`src/rtl/icache_refill_unit.sv`:
```
// Instruction-cache refill engine: takes one held miss from the fetch unit,
// issues a line-aligned memory read, assembles the returned beats into a
// cacheline and strobes the cache-update port for a single cycle.
module icache_refill_unit #(
  parameter int unsigned offsetSize        = 5,
  parameter int unsigned indexSize         = 8,
  parameter int unsigned tagSize           = 64 - (offsetSize + indexSize),
  parameter int unsigned cachelineSizeBits = (2 ** offsetSize) * 8,
  parameter int unsigned memBusWidth       = 64
) (
  input  logic                         clock_i,
  input  logic                         reset_i,
  input  logic                         isCacheMiss_i,
  input  logic [tagSize-1:0]           missTag_i,
  input  logic [indexSize-1:0]         missIndex_i,
  input  logic [offsetSize-1:0]        missOffset_i,
  output logic                         memReqValid_o,
  input  logic                         memReqReady_i,
  output logic [63:0]                  memReqAddr_o,
  input  logic                         memRespValid_i,
  input  logic [memBusWidth-1:0]       memRespData_i,
  output logic [tagSize-1:0]           newTag_o,
  output logic [indexSize-1:0]         newIndex_o,
  output logic [offsetSize-1:0]        newOffset_o,
  output logic [cachelineSizeBits-1:0] newCacheline_o,
  output logic                         cacheUpdateEnable_o,
  output logic                         busy_o
);

  localparam int unsigned beatsPerLine = cachelineSizeBits / memBusWidth;
  localparam int unsigned cntW         = $clog2(beatsPerLine);
  localparam logic [cntW-1:0] lastBeat = cntW'(beatsPerLine - 1);

  typedef enum logic [2:0] {
    IDLE,
    REQ,
    RESP,
    WRITE,
    CLEAR
  } state_t;

  state_t          state;
  logic [cntW-1:0] beat_cnt;

  // Refill sequencer: capture miss, request line, gather beats, strobe update, cool down.
  // The captured tag/index/offset registers double as the update-port outputs,
  // so they hold after the strobe until the next capture.
  // Beat k lands in the k-th 64-bit slice counted from the MSB end, so the
  // finished line reads {beat0, beat1, ..., beatN-1}.
  always_ff @(posedge clock_i or negedge reset_i) begin
    if (!reset_i) begin
      state               <= IDLE;
      beat_cnt            <= '0;
      memReqValid_o       <= 1'b0;
      memReqAddr_o        <= '0;
      newTag_o            <= '0;
      newIndex_o          <= '0;
      newOffset_o         <= '0;
      newCacheline_o      <= '0;
      cacheUpdateEnable_o <= 1'b0;
      busy_o              <= 1'b0;
    end else begin
      cacheUpdateEnable_o <= 1'b0;
      case (state)
        IDLE: begin
          if (isCacheMiss_i) begin
            newTag_o      <= missTag_i;
            newIndex_o    <= missIndex_i;
            newOffset_o   <= missOffset_i;
            memReqAddr_o  <= {missTag_i, missIndex_i, {offsetSize{1'b0}}};
            memReqValid_o <= 1'b1;
            busy_o        <= 1'b1;
            state         <= REQ;
          end
        end
        REQ: begin
          if (memReqReady_i) begin
            memReqValid_o <= 1'b0;
            beat_cnt      <= '0;
            state         <= RESP;
          end
        end
        RESP: begin
          if (memRespValid_i) begin
            for (int unsigned k = 0; k < beatsPerLine; k++) begin
              if (beat_cnt == k[cntW-1:0]) begin
                newCacheline_o[(beatsPerLine-1-k)*memBusWidth +: memBusWidth] <= memRespData_i;
              end
            end
            beat_cnt <= beat_cnt + cntW'(1);
            if (beat_cnt == lastBeat) begin
              cacheUpdateEnable_o <= 1'b1;
              state               <= WRITE;
            end
          end
        end
        WRITE: begin
          state <= CLEAR;
        end
        CLEAR: begin
          busy_o <= 1'b0;
          state  <= IDLE;
        end
        default: begin
          state <= IDLE;
        end
      endcase
    end
  end

endmodule

```
`config.mk`:
```
export PLATFORM = sky130hd
export DESIGN_NAME = icache_refill_unit
export DESIGN_NICKNAME = d
export VERILOG_FILES = /design/src/rtl/icache_refill_unit.sv
export SDC_FILE = /design/constraint.sdc
export NUM_CORES = 1
export LEC_CHECK = 0
export ABC_AREA = 1
export ABC_CLOCK_PERIOD_IN_PS = 1230
export CAP_MARGIN = 20
export CELL_PAD_IN_SITES_DETAIL_PLACEMENT = 0
export CELL_PAD_IN_SITES_GLOBAL_PLACEMENT = 2
export CORE_MARGIN = 2
export CORE_UTILIZATION = 23
export DETAILED_ROUTE_END_ITERATION = 7
export HOLD_SLACK_MARGIN = 0.03
export PLACE_DENSITY = 0.83
export SYNTH_ARGS = -nofsm -noshare
export SYNTH_HDL_FRONTEND = slang
export SYNTH_SLANG_ARGS = --single-unit
```
`constraint.sdc`:
```
create_clock -name clock_i -period 1.23 [get_ports clock_i]
set_input_delay 0.246 -clock clock_i [delete_from_list [all_inputs] [get_ports clock_i]]
set_output_delay 0.246 -clock clock_i [all_outputs]
set_load 0.05 [all_outputs]
```
==> results of run 1 <==
==> metrics by stage <==
stage                     util, %  total power (W)  instance area (µm²)
final                        45.7           0.0746                25700
after global routing         45.7           0.0774                25700
after CTS                    43.9           0.0739                24700
after detailed placement     40.3           0.0601                22700
after global placement       40.3           0.0596                22700
after floorplan                 -           0.0380                13200
==> power by group through the flow <==
stage / Combinational, W / Clock [W] / Sequential, W
2_1_floorplan: 0.00955 / 0 / 0.0285
6_report: 0.0438 / 0.0110 / 0.0198
3_3_place_gp: 0.0402 / 0 / 0.0194
5_1_grt: 0.0454 / 0.0118 / 0.0202
4_1_cts: 0.0430 / 0.0114 / 0.0195
3_5_place_dp: 0.0407 / 0 / 0.0195
==> cell families after synthesis <==
family / Yosys count / synth area share, %
other cells: 1 / 0.0287
simple gates: 345 / 10.4
fa+ha+maj: 4 / 0.382
flops: 328 / 62.7
buf+inv: 272 / 12.8
compound gates: 323 / 13.7
==> sequential cells by signal, summed over array words and instances, names as in the netlist <==
register             count
state                    3
newCacheline_o         256
newTag_o                50
newIndex_o               7
busy_o                   1
cacheUpdateEnable_o      1
memReqValid_o            1
beat_cnt                 2
memReqAddr_o             2
newOffset_o              5
==> layout make-up <==
type	count	area share, %
Clock buffer	55	4.26
Timing Repair Buffer	630	42.0
Sequential cell	328	32.2
Multi-Input combinational cell	677	15.5
Inverter	137	2.00
Clock inverter	10	0.384
Tap cell	756	3.68
==> worst max path at each step <==
stage / startpoint / to / slack [ns] / depth (start not counted)
after global routing: state[2] / newCacheline_o[69] / -0.39 / 8
final: state[2] / newCacheline_o[69] / -0.32 / 8
after CTS: state[0] / newCacheline_o[77] / -0.31 / 7
after global placement: memRespValid_i / newCacheline_o[41] / -0.50 / 7
after detailed placement: memRespValid_i / newCacheline_o[41] / -0.46 / 7
after floorplan: state[0] / newCacheline_o[100] / -0.10 / 6
==> per-layer routing <==
metal | up-vias | track usage [%] | share of wire, %
met1 | 5341 | 17.9 | 39
met4 | 0 | 5.70 | 3.1
met3 | 87 | 4.79 | 7.3
met5 | - | 0 | 0
met2 | 393 | 25.9 | 51
li1 | 5064 | - | -
==> layout by cell type (no fill, tap or decap), types with 5 or more instances in the layout <==
cell,instances
buf_12,416
nand2_4,56
dfrtp_2,50
dfrtp_1,278
buf_4,39
clkbuf_8,8
clkbuf_1,9
clkbuf_16,53
buf_8,6
clkdlybuf4s50_1,131
nand2_1,231
buf_16,9
conb_1,5
o21ai_2,99
o21ai_1,220
nand3_1,6
inv_1,137
buf_6,13
nand2_2,42
==> worst max-delay path, delay by kind of cell, from the launching register on <==
family                 cells  cell delay, ns
AO/OA/AOI/OAI              1            0.07
flip-flops                 1            0.41
AND/OR/NAND/NOR            3            0.35
buffers and inverters      4            0.61
==> timing repair <==
action,CTS,global route
pin swaps,4,5
setup buffers,26,6
hold buffers,1,0
cloned,9,20
resized for setup,128,150
setup endpoints to repair,709,709
endpoints found under the hold margin,268,0
==> impl_results.md, run 1 <==
* # rows at 87
* Synthesized instance count at roughly 1.3k
* Combinational power share at roughly three fifths
* Post-placement setup slack at -0.465 ns
* Cell internal pwr at 0.0420 W
* VDD IR max at between 1.5 and 2 mV
* Clock buffer depth at 3
* Max-slew violation count at 0
* Critical-path top delay cell: dfrtp_1
* Synth top area cells: dfrtp_1 63%, nand2_1 9.4%, o21ai_1 8.7%, buf_6 4.4%, inv_1 3.9%
* DR vias/cell at around 4.2
* Die Area at ~0.059 mm²
* Area of the multi-input gates at approximately 0.0040 mm²
* Worst-path cell chain: nor2_4, buf_12, buf_12, nand4_4, buf_12, clkbuf_16, nand2_1, o21ai_1
* Post-synth top cells: 329 x nand2_1, 328 x dfrtp_1, 228 x o21ai_1
* RR Startpoint: state[2]
* Final worst slack at -0.324 ns
* Clock latency on the worst-skew pair at approximately 0.56 ns
* Vias in the first global route at approximately 11k
* First drt pass iteration count at 4
* Final worst-path cycle share at 126%
* Status: finished with violations
* # fillers at about 5k
* Crit path arrival time at ~2.0 ns
* GRT Resource Usage Total at 15.2%
* Initial Utilization at a little under a quarter
* Net Sw Frac at ~44%
* Pwr/cell area at roughly 2900 mW/mm²
* Distinct cell type count of the synthesized netlist at 21
* Skew final at ~0.022 ns
* Top cell type's share of synthesized area at 62.7%
* Most used cell, CP: buf_12
* YS warnings at 0
* HPWL after detailed placement at between 30,000 and 40,000 µm
* EDFF count, synth at 0
* DRT antenna net count at 0
* Nets at a little under 2k
* Seq cells post-synth at approximately 330
* Avg WL per Cell at ~20 µm
* Top-count cell post-synth: nand2_1
* Failing checks: setup timing
* Global-route wire length before repair at 69,900 µm
* Max Cap Viol at 0
* Reg2Reg Setup Slack at -0.32 ns
* Area Growth Syn to Fin at 96.5%
* Clock Power Share at between 10% and 20%
* H-tree depth at 2
* Ys async rst share at 100%
* Placed insts at 2,469
* FF+latch area at ~0.0083 mm²
* Clock root buffer: clkbuf_16
* CTS tree: built
* Dominant synthesized flop cell: dfrtp_1
* Congestion Overflow GR at 0
* FMAX at ~640 MHz
* Setup TNS at -134.98 ns
* N_diodes at 0
* Clk sinks at 328
* Largest net degree at the start of global routing at 83
* Boundary Pins at 520
* Leak Pwr at between 10 and 15 nW
* DR vias at roughly 11k
* Num CTS Buffers at 38
* Crit-path max FO at 23
* Unrepaired setup endpoints after global routing: yes
* Fin Hold WS at roughly 0.15 ns
* Synth Area per Inst at about 10 µm²
* CP required at 1.68 ns
* Final min period at about 1.6 ns
* Peak per-stage delay on the critical path at slightly above 0.4 ns
* CP Capture Type: flip-flop
* P_sw at roughly 0.033 W
* Core ar. at approximately 0.056 mm²
* Clk slew on worst S/H paths at approximately 0.060 ns
* # port buffers at about 500
* Reg-to-reg critical path endpoint: newCacheline_o[69]
* Register share of total power at 26.5%
* Sequential share of the synthesized area at a little over three fifths
* Finished Layout Cells at around 2.6k
* Min-Delay Path Class: in2async
* Worst reg2reg path depth at 8
* Crit start category: flip-flop
* Post-synth top area cell: dfrtp_1
* Share of cells above drive strength 1 at about 44%
* Antenna violations before repair at 0
* GPL Wtd Cong at around 0.78
* Final hold violation count at 0
* Die H at around 240 µm
* Crit Path Category: reg2reg
* Synth Cell Area at approximately 0.013 mm²
* Final Routed Wirelength at 50,800 µm
* Die X at ~240 µm
* Iteration-0 DRC count of the detailed router at 390
* Final setup fails at slightly above 700
* Number of remaining DRC errors at 0
Note: power is estimated with default switching activity, not from simulation.
==> run 2: changes to the inputs <==
--- a/config.mk
+++ b/config.mk
@@ -6,7 +6,7 @@
 export NUM_CORES = 1
 export LEC_CHECK = 0
 export ABC_AREA = 1
-export ABC_CLOCK_PERIOD_IN_PS = 1230
+export ABC_CLOCK_PERIOD_IN_PS = 1200
 export CAP_MARGIN = 20
 export CELL_PAD_IN_SITES_DETAIL_PLACEMENT = 0
 export CELL_PAD_IN_SITES_GLOBAL_PLACEMENT = 2
@@ -15,6 +15,8 @@
 export DETAILED_ROUTE_END_ITERATION = 7
 export HOLD_SLACK_MARGIN = 0.03
 export PLACE_DENSITY = 0.83
+export REMOVE_ABC_BUFFERS = 1
+export SKIP_CTS_REPAIR_TIMING = 1
 export SYNTH_ARGS = -nofsm -noshare
 export SYNTH_HDL_FRONTEND = slang
 export SYNTH_SLANG_ARGS = --single-unit
==> constraint.sdc (replaced) <==
create_clock -name clock_i -period 1.2 [get_ports clock_i]
set_input_delay 0.24 -clock clock_i [delete_from_list [all_inputs] [get_ports clock_i]]
set_output_delay 0.24 -clock clock_i [all_outputs]
set_load 0.05 [all_outputs]
==> run 2 against run 1 <==
Effect of this change: the run still ends with setup timing left; final cell count decreased by 0.35%; highest routed layer is now met5; maximum frequency is 5.7% higher; clock power grew 4%; critical path type unchanged; clock skew down 0.013 ns; critical path depth down 1; largest cell class unchanged.
==> impl_results.md, run 2 (synthesis gave the netlist of run 1 again) <==
* Status: finished with violations
* Failing checks: setup timing
* # fillers at 5,188 (+4.4%)
* Power consumption at 0.0738 W (-1.0%)
* Num CTS Buffers at 38 (unchanged)
* First drt pass iteration count at 4 (unchanged)
* VDD IR max at 1.86 mV (-5.4%)
* Reg2Reg Setup Slack at -0.27 ns (+0.05 ns)
* Min-Delay Path Class: in2async
* Crit path launch: beat_cnt[0]
* Area Growth Syn to Fin at 89.1%
* Iteration-0 DRC count of the detailed router at 522 (+34%)
* # rows at 87 (unchanged)
* Final min period at 1.47 ns (-0.0837 ns)
* Clock latency on the worst-skew pair at 0.54 ns (-0.02 ns)
* Initial Utilization at 23.3% (unchanged)
* HPWL after detailed placement at 34,100 µm (+4.3%)
* FF+latch area at 0.00826 mm² (-0.15%)
* Final Routed Wirelength at 51,000 µm (+0.43%)
* Leak Pwr at 11.5 nW (-3.2%)
* Pwr/cell area at 2980 mW/mm² (+2.9%)
* Area of the multi-input gates at 0.00340 mm² (-15%)
* # port buffers at 514 (unchanged)
* FMAX at 680 MHz (+5.7%)
* Vias in the first global route at 11.0k (-1.4%)
* Skew final at 0.00909 ns (-0.0134 ns)
* Clk sinks at 328 (unchanged)
* Unrepaired setup endpoints after global routing: yes
* Final worst-path cycle share at 122% (-3.8 points)
* Area post-placement at 0.0226 mm² (-0.37%)
* Crit path arrival time at 1.88 ns (-0.12 ns)
* Number of remaining DRC errors at 0 (unchanged)
* DR vias at 10.8k (-0.62%)
* Largest net degree at the start of global routing at 79 (-4.8%)
* DR vias/cell at 4.19 (-0.28%)
* Core ar. at 0.0563 mm² (unchanged)
* Max-slew violation count at 0 (unchanged)
* Most flops, register: newCacheline_o
* GPL Wtd Cong at 0.791 (+1.2%)
* Clock root buffer: clkbuf_16
* Fin Hold WS at 0.159 ns (+0.00512 ns)
* Final instance area at 0.0248 mm² (-3.8%)
* Crit start category: flip-flop
* Crit path to: newCacheline_o[92]
* CP required at 1.61 ns (-0.07 ns)
* Final core occ at 44.0% (-1.7 points)
* Crit Path Category: reg2reg
* Die X at 243 µm (unchanged)
* Final setup fails at 707 (unchanged)
* Commonest non-fill, non-tap cell in the layout: buf_12
* Top flop regs: newCacheline_o (256), newTag_o (50), newIndex_o (7)
* CTS tree: built
* N_diodes at 0 (unchanged)
* Post-placement setup slack at -0.545 ns (-0.0804 ns)
* RR Startpoint: beat_cnt[0]
* Reg-to-reg critical path endpoint: newCacheline_o[92]
* Boundary Pins at 520 (unchanged)
* CP Capture Type: flip-flop
* Antenna violations before repair at 2 (+2)
* Worst reg2reg path depth at 7 (-1)
* Clock buffer depth at 3 (unchanged)
* Largest register FFs at 256 (unchanged)
* Final hold violation count at 0 (unchanged)
* Final worst slack at -0.270 ns (+0.0537 ns)
* Crit-path max FO at 21 (-8.7%)
* H-tree depth at 2 (unchanged)
* Nets at 1,938 (-0.56%)
* Die H at 243 µm (unchanged)
* Max Cap Viol at 0 (unchanged)
* Clk slew on worst S/H paths at 0.06 ns (about the same)
* Congestion Overflow GR at 0 (unchanged)
* Share of cells above drive strength 1 at 37.0% (-7.1 points)
* Avg WL per Cell at 19.8 µm (+0.78%)
* DRT antenna net count at 0 (unchanged)
* GRT Resource Usage Total at 14.9% (-0.30 points)
* Most frequent cells in the layout: 405 x buf_12, 308 x nand2_1, 288 x dfrtp_1, 216 x o21ai_1, 135 x inv_1
* Die Area at 0.0588 mm² (unchanged)
* Global-route wire length before repair at 68,100 µm (-2.7%)
==> run 2: cell types whose count changed in the layout (fill, tap and decap cells not counted), moves of 4 or more <==
cell / previous run / this run
buf_4: 39 / 52
dfrtp_2: 50 / 40
buf_8: 6 / 1
nand2_2: 42 / 18
o21ai_1: 220 / 216
dfrtp_1: 278 / 288
o21ai_0: 2 / 46
nand2_4: 56 / 3
nand2_1: 231 / 308
buf_16: 9 / 5
buf_12: 416 / 405
o21ai_2: 99 / 60
==> run 2: layout make-up <==
type                    count  area share [%]
clock buffers              60            4.76
clock inverters             7           0.197
inverters                 137            2.09
multi-input cells         677            13.7
flip-flops and latches    328            33.4
well taps                 756            3.82
repair buffers            619            42.0
==> run 2: metrics by stage <==
step | setup TNS, ns | instances
3_5_place_dp | -127.35 | 2481
2_1_floorplan | -505.54 | 1142
5_1_grt | -170.49 | 2584
4_1_cts | -160.95 | 2548
6_report | -129.15 | 2584
3_3_place_gp | -123.33 | 2481
==> run 2: critical path, cell delays in order (launching register included) <==
cell and delay, ns:
dfrtp_2 0.44, inv_4 0.08, ha_2 0.20, nand4_4 0.10, buf_12 0.18, buf_16 0.16
nand2_1 0.09, o21ai_1 0.07
==> run 2: power by group <==
group,total [W],switching (W),internal [W],leakage [nW]
Combinational,0.0425,0.0225,0.0200,6.58
Clock,0.0114,0.00462,0.00674,0.600
Sequential,0.0200,0.00517,0.0148,4.27
==> run 2: how the worst min path moves through the flow <==
stage	endpoint	from	slack, ns	cells after the start
2_1_floorplan	beat_cnt[0]	reset_i	-0.06	0
3_3_place_gp	newCacheline_o[167]	reset_i	0.10	1
3_5_place_dp	newCacheline_o[167]	reset_i	0.10	1
4_1_cts	newCacheline_o[252]	reset_i	-0.48	1
5_1_grt	newCacheline_o[167]	reset_i	0.13	2
6_report	newCacheline_o[167]	reset_i	0.16	2
==> run 2: metal layers <==
layer	track usage, %	part of all wire, %
met3	5.88	8.1
met4	4.48	2.3
met5	0	0.025
met1	16.6	38
met2	26.1	52
==> run 3: changes to the inputs <==
==> config.mk (replaced) <==
export PLATFORM = sky130hd
export DESIGN_NAME = icache_refill_unit
export DESIGN_NICKNAME = d
export VERILOG_FILES = /design/src/rtl/icache_refill_unit.sv
export SDC_FILE = /design/constraint.sdc
export NUM_CORES = 1
export LEC_CHECK = 0
export ABC_CLOCK_PERIOD_IN_PS = 1400
export CAP_MARGIN = 20
export CELL_PAD_IN_SITES_DETAIL_PLACEMENT = 0
export CELL_PAD_IN_SITES_GLOBAL_PLACEMENT = 2
export CORE_MARGIN = 2
export CORE_UTILIZATION = 29
export DETAILED_ROUTE_END_ITERATION = 7
export HOLD_SLACK_MARGIN = 0.03
export PLACE_DENSITY = 0.88
export REMOVE_ABC_BUFFERS = 1
export SKIP_CTS_REPAIR_TIMING = 1
export SYNTH_ARGS = -nofsm -noshare
export SYNTH_HDL_FRONTEND = slang
export SYNTH_SLANG_ARGS = --single-unit
export TNS_END_PERCENT = 5
==> constraint.sdc (replaced) <==
create_clock -name clock_i -period 1.4 [get_ports clock_i]
set_input_delay 0.28 -clock clock_i [delete_from_list [all_inputs] [get_ports clock_i]]
set_output_delay 0.28 -clock clock_i [all_outputs]
set_load 0.05 [all_outputs]
==> run 3 against run 2 <==
Effect of this change: the flow still finishes with violations (setup timing); via count decreased by 23%; core utilization increased by 11 points; wire length is 19% lower; highest routed layer is now met4; final cell count shrank 27%; flip-flop and latch count did not move; critical path depth is 3 lower; maximum frequency decreased by 9.1%; non-clock buffer count decreased by 62.
==> impl_results.md, run 3 <==
* Nets at 1,424 (-27%)
* Final worst slack at -0.217 ns (+0.0531 ns)
* HPWL after detailed placement at 31,800 µm (-6.7%)
* Post-synthesis mux area share at 28.2% (+28 points)
* H-tree depth at 2 (unchanged)
* Unrepaired setup endpoints after global routing: yes
* GPL Wtd Cong at 0.835 (+5.5%)
* Most frequent cells in the layout: 397 x buf_12, 314 x mux2_2, 268 x dfrtp_1, 131 x clkdlybuf4s50_1, 60 x dfrtp_2
* Post-synth top area cell: dfrtp_1
* Synth Area in Adders at 0.392% (+0.0091 points)
* Crit path launch: state[0]
* Reg-to-reg critical path endpoint: newCacheline_o[82]
* Largest register FFs at 256 (unchanged)
* Final setup fails at 440 (-38%)
* Final instance area at 0.0237 mm² (-4.3%)
* # rows at 76 (-13%)
* GRT Resource Usage Total at 17.9% (+3.0 points)
* Top-count cell post-synth: dfrtp_1
* Largest family of logic cells by synthesized area: multiplexers
* Dominant synthesized flop cell: dfrtp_1
* Top flop regs: newCacheline_o (256), newTag_o (50), newIndex_o (7)
* Most flops, register: newCacheline_o
* Failing checks: setup timing
* Crit Path Category: reg2reg
* CP required at 1.81 ns (+0.20 ns)
* FMAX at 618 MHz (-9.1%)
* Distinct cell type count of the synthesized netlist at 26 (+24%)
* # port buffers at 514 (unchanged)
* Number of remaining DRC errors at 0 (unchanged)
* Avg WL per Cell at 21.7 µm (+9.7%)
* Num CTS Buffers at 37 (-2.6%)
* Synth Area per Inst at 16.3 µm² (+58%)
* Boundary Pins at 520 (unchanged)
* Die Area at 0.0458 mm² (-22%)
* Max-slew violation count at 0 (unchanged)
* Seq cells post-synth at 328 (unchanged)
* Status: finished with violations
* Global-route wire length before repair at 62,700 µm (-7.8%)
* Crit path to: newCacheline_o[82]
* Worst reg2reg path depth at 4 (-3)
* Clock root buffer: clkbuf_16
* Congestion Overflow GR at 0 (unchanged)
* Antenna violations before repair at 0 (-2)
* Synth Cell Area at 0.0128 mm² (-2.3%)
* DR vias/cell at 4.42 (+5.5%)
* Clk slew on worst S/H paths at 0.06 ns (about the same)
* Final min period at 1.62 ns (+0.147 ns)
* # fillers at 3,363 (-35%)
* Top cell type's share of synthesized area at 64.2% (+1.5 points)
* Fraction of the mapped netlist area in simple logic gates at 0.989% (-9.4 points)
* Post-synth top cells: 328 x dfrtp_1, 315 x mux2_2, 72 x buf_4
* Area Growth Syn to Fin at 85.2%
* Synthesized instance count at 786 (-38%)
* Min-Delay Path Class: in2async
* Max Cap Viol at 0 (unchanged)
* N_diodes at 0 (unchanged)
* Placed insts at 1,832 (-26%)
* DR vias at 8,376 (-23%)
* RR Startpoint: state[0]
* Commonest non-fill, non-tap cell in the layout: buf_12
* CTS tree: built
* Final hold violation count at 0 (unchanged)
* First drt pass iteration count at 4 (unchanged)
* Crit path arrival time at 2.03 ns (+0.15 ns)
* Clock buffer depth at 3 (unchanged)
* DRT antenna net count at 0 (unchanged)
* Crit-path max FO at 37 (+76%)
* Iteration-0 DRC count of the detailed router at 305 (-42%)
* Clock latency on the worst-skew pair at 0.54 ns (about the same)
* Initial Utilization at 29.5% (+6.3 points)
* EDFF count, synth at 0 (unchanged)
* Synth top area cells: dfrtp_1 64%, mux2_2 28%, buf_4 4.2%, buf_2 0.74%, buf_6 0.53%
* Crit start category: flip-flop
* Die H at 214 µm (-12%)
* Skew final at 0.0168 ns (+0.00775 ns)
* Complex-gate fraction of the synthesized area at 0.538% (-13 points)
* Clk sinks at 328 (unchanged)
* Largest net degree at the start of global routing at 61 (-23%)
* Die X at 214 µm (-12%)
* CP Capture Type: flip-flop
* Ys async rst share at 100% (unchanged)
* Reg2Reg Setup Slack at -0.22 ns (+0.05 ns)
* YS warnings at 0 (unchanged)
* Share of cells above drive strength 1 at 66.1% (+29 points)
* Final worst-path cycle share at 115% (-7.0 points)
* Synth Area in XOR/XNOR at 0% (unchanged)
* Vias in the first global route at 9,397 (-15%)
* Finished Layout Cells at 1,896 (-27%)
* Core ar. at 0.0433 mm² (-23%)
* Area post-placement at 0.0223 mm² (-1.3%)
* Final Routed Wirelength at 41,100 µm (-19%)
* Sequential share of the synthesized area at 64.2% (+1.5 points)
-- run 3: cell count changes in the layout (fill, tap and decap cells not counted), moves of 29 or more --
cell	previous run	this run
mux2_2	0	314
nand2_1	308	2
o21ai_1	216	0
buf_4	52	23
o21ai_0	46	4
o21ai_2	60	0
inv_1	135	2
-- run 3: per-layer routing --
| metal | part of all wire [%] | global-route usage (%) | up-vias |
|---|---|---|---|
| li1 | - | - | 3685 |
| met1 | 39 | 21.3 | 4375 |
| met2 | 51 | 30.5 | 262 |
| met3 | 7.2 | 5.94 | 54 |
| met4 | 2.4 | 5.76 | 0 |
| met5 | 0 | 0 | - |
-- run 3: worst max-delay path, cell delays in order, from the launching register on --
cell and delay (ns):
dfrtp_1 0.39, and4bb_4 0.43, nand2_4 0.10, buf_16 0.19, mux2_4 0.33
-- run 3: layout make-up --
| class | instances | area [µm²] | area share (%) |
|---|---|---|---|
| Clock buffer | 56 | 1140 | 4.81 |
| Inverter | 3 | 11.3 | 0.0476 |
| Clock inverter | 7 | 66.3 | 0.280 |
| Sequential cell | 328 | 8280 | 35.0 |
| Tap cell | 585 | 732 | 3.09 |
| Multi-Input combinational cell | 360 | 3910 | 16.5 |
| Timing Repair Buffer | 557 | 9530 | 40.3 |
-- run 3: stage by stage --
stage	setup slack, ns	hold slack, ns	utilization, %	TNS [ns]
after floorplan	-1.36	-0.0156	-	-316.15
after global placement	-0.599	0.149	51.6	-175.13
after detailed placement	-0.639	0.148	51.6	-182.86
after CTS	-0.273	-0.433	54.4	-88.34
after global routing	-0.242	0.179	54.7	-76.95
final	-0.217	0.182	54.7	-50.07
-- run 3: worst min path at each step --
stage                  from                   to  slack, ns  cells after the start
global placement    reset_i  newCacheline_o[202]       0.15                      1
detailed placement  reset_i  newCacheline_o[138]       0.15                      1
global route        reset_i  newCacheline_o[138]       0.18                      2
finish              reset_i  newCacheline_o[138]       0.18                      2
floorplan           reset_i          beat_cnt[0]      -0.02                      0
CTS                 reset_i  newCacheline_o[138]      -0.43                      1
-- run 3: cells by family (layout without fill, tap and decap cells) --
logic type,Yosys count,count (layout)
AND/OR/NAND/NOR,20,20
multiplexers,320,320
adder cells (fa/ha/maj),4,4
flip-flops,328,328
AO/OA/AOI/OAI,11,11
buffers and inverters,102,623
other,1,5
Power of run 3 is left out: the tool's default activity adds up to more than one toggle a clock period on the data nets, which glitch-free logic cannot reach.
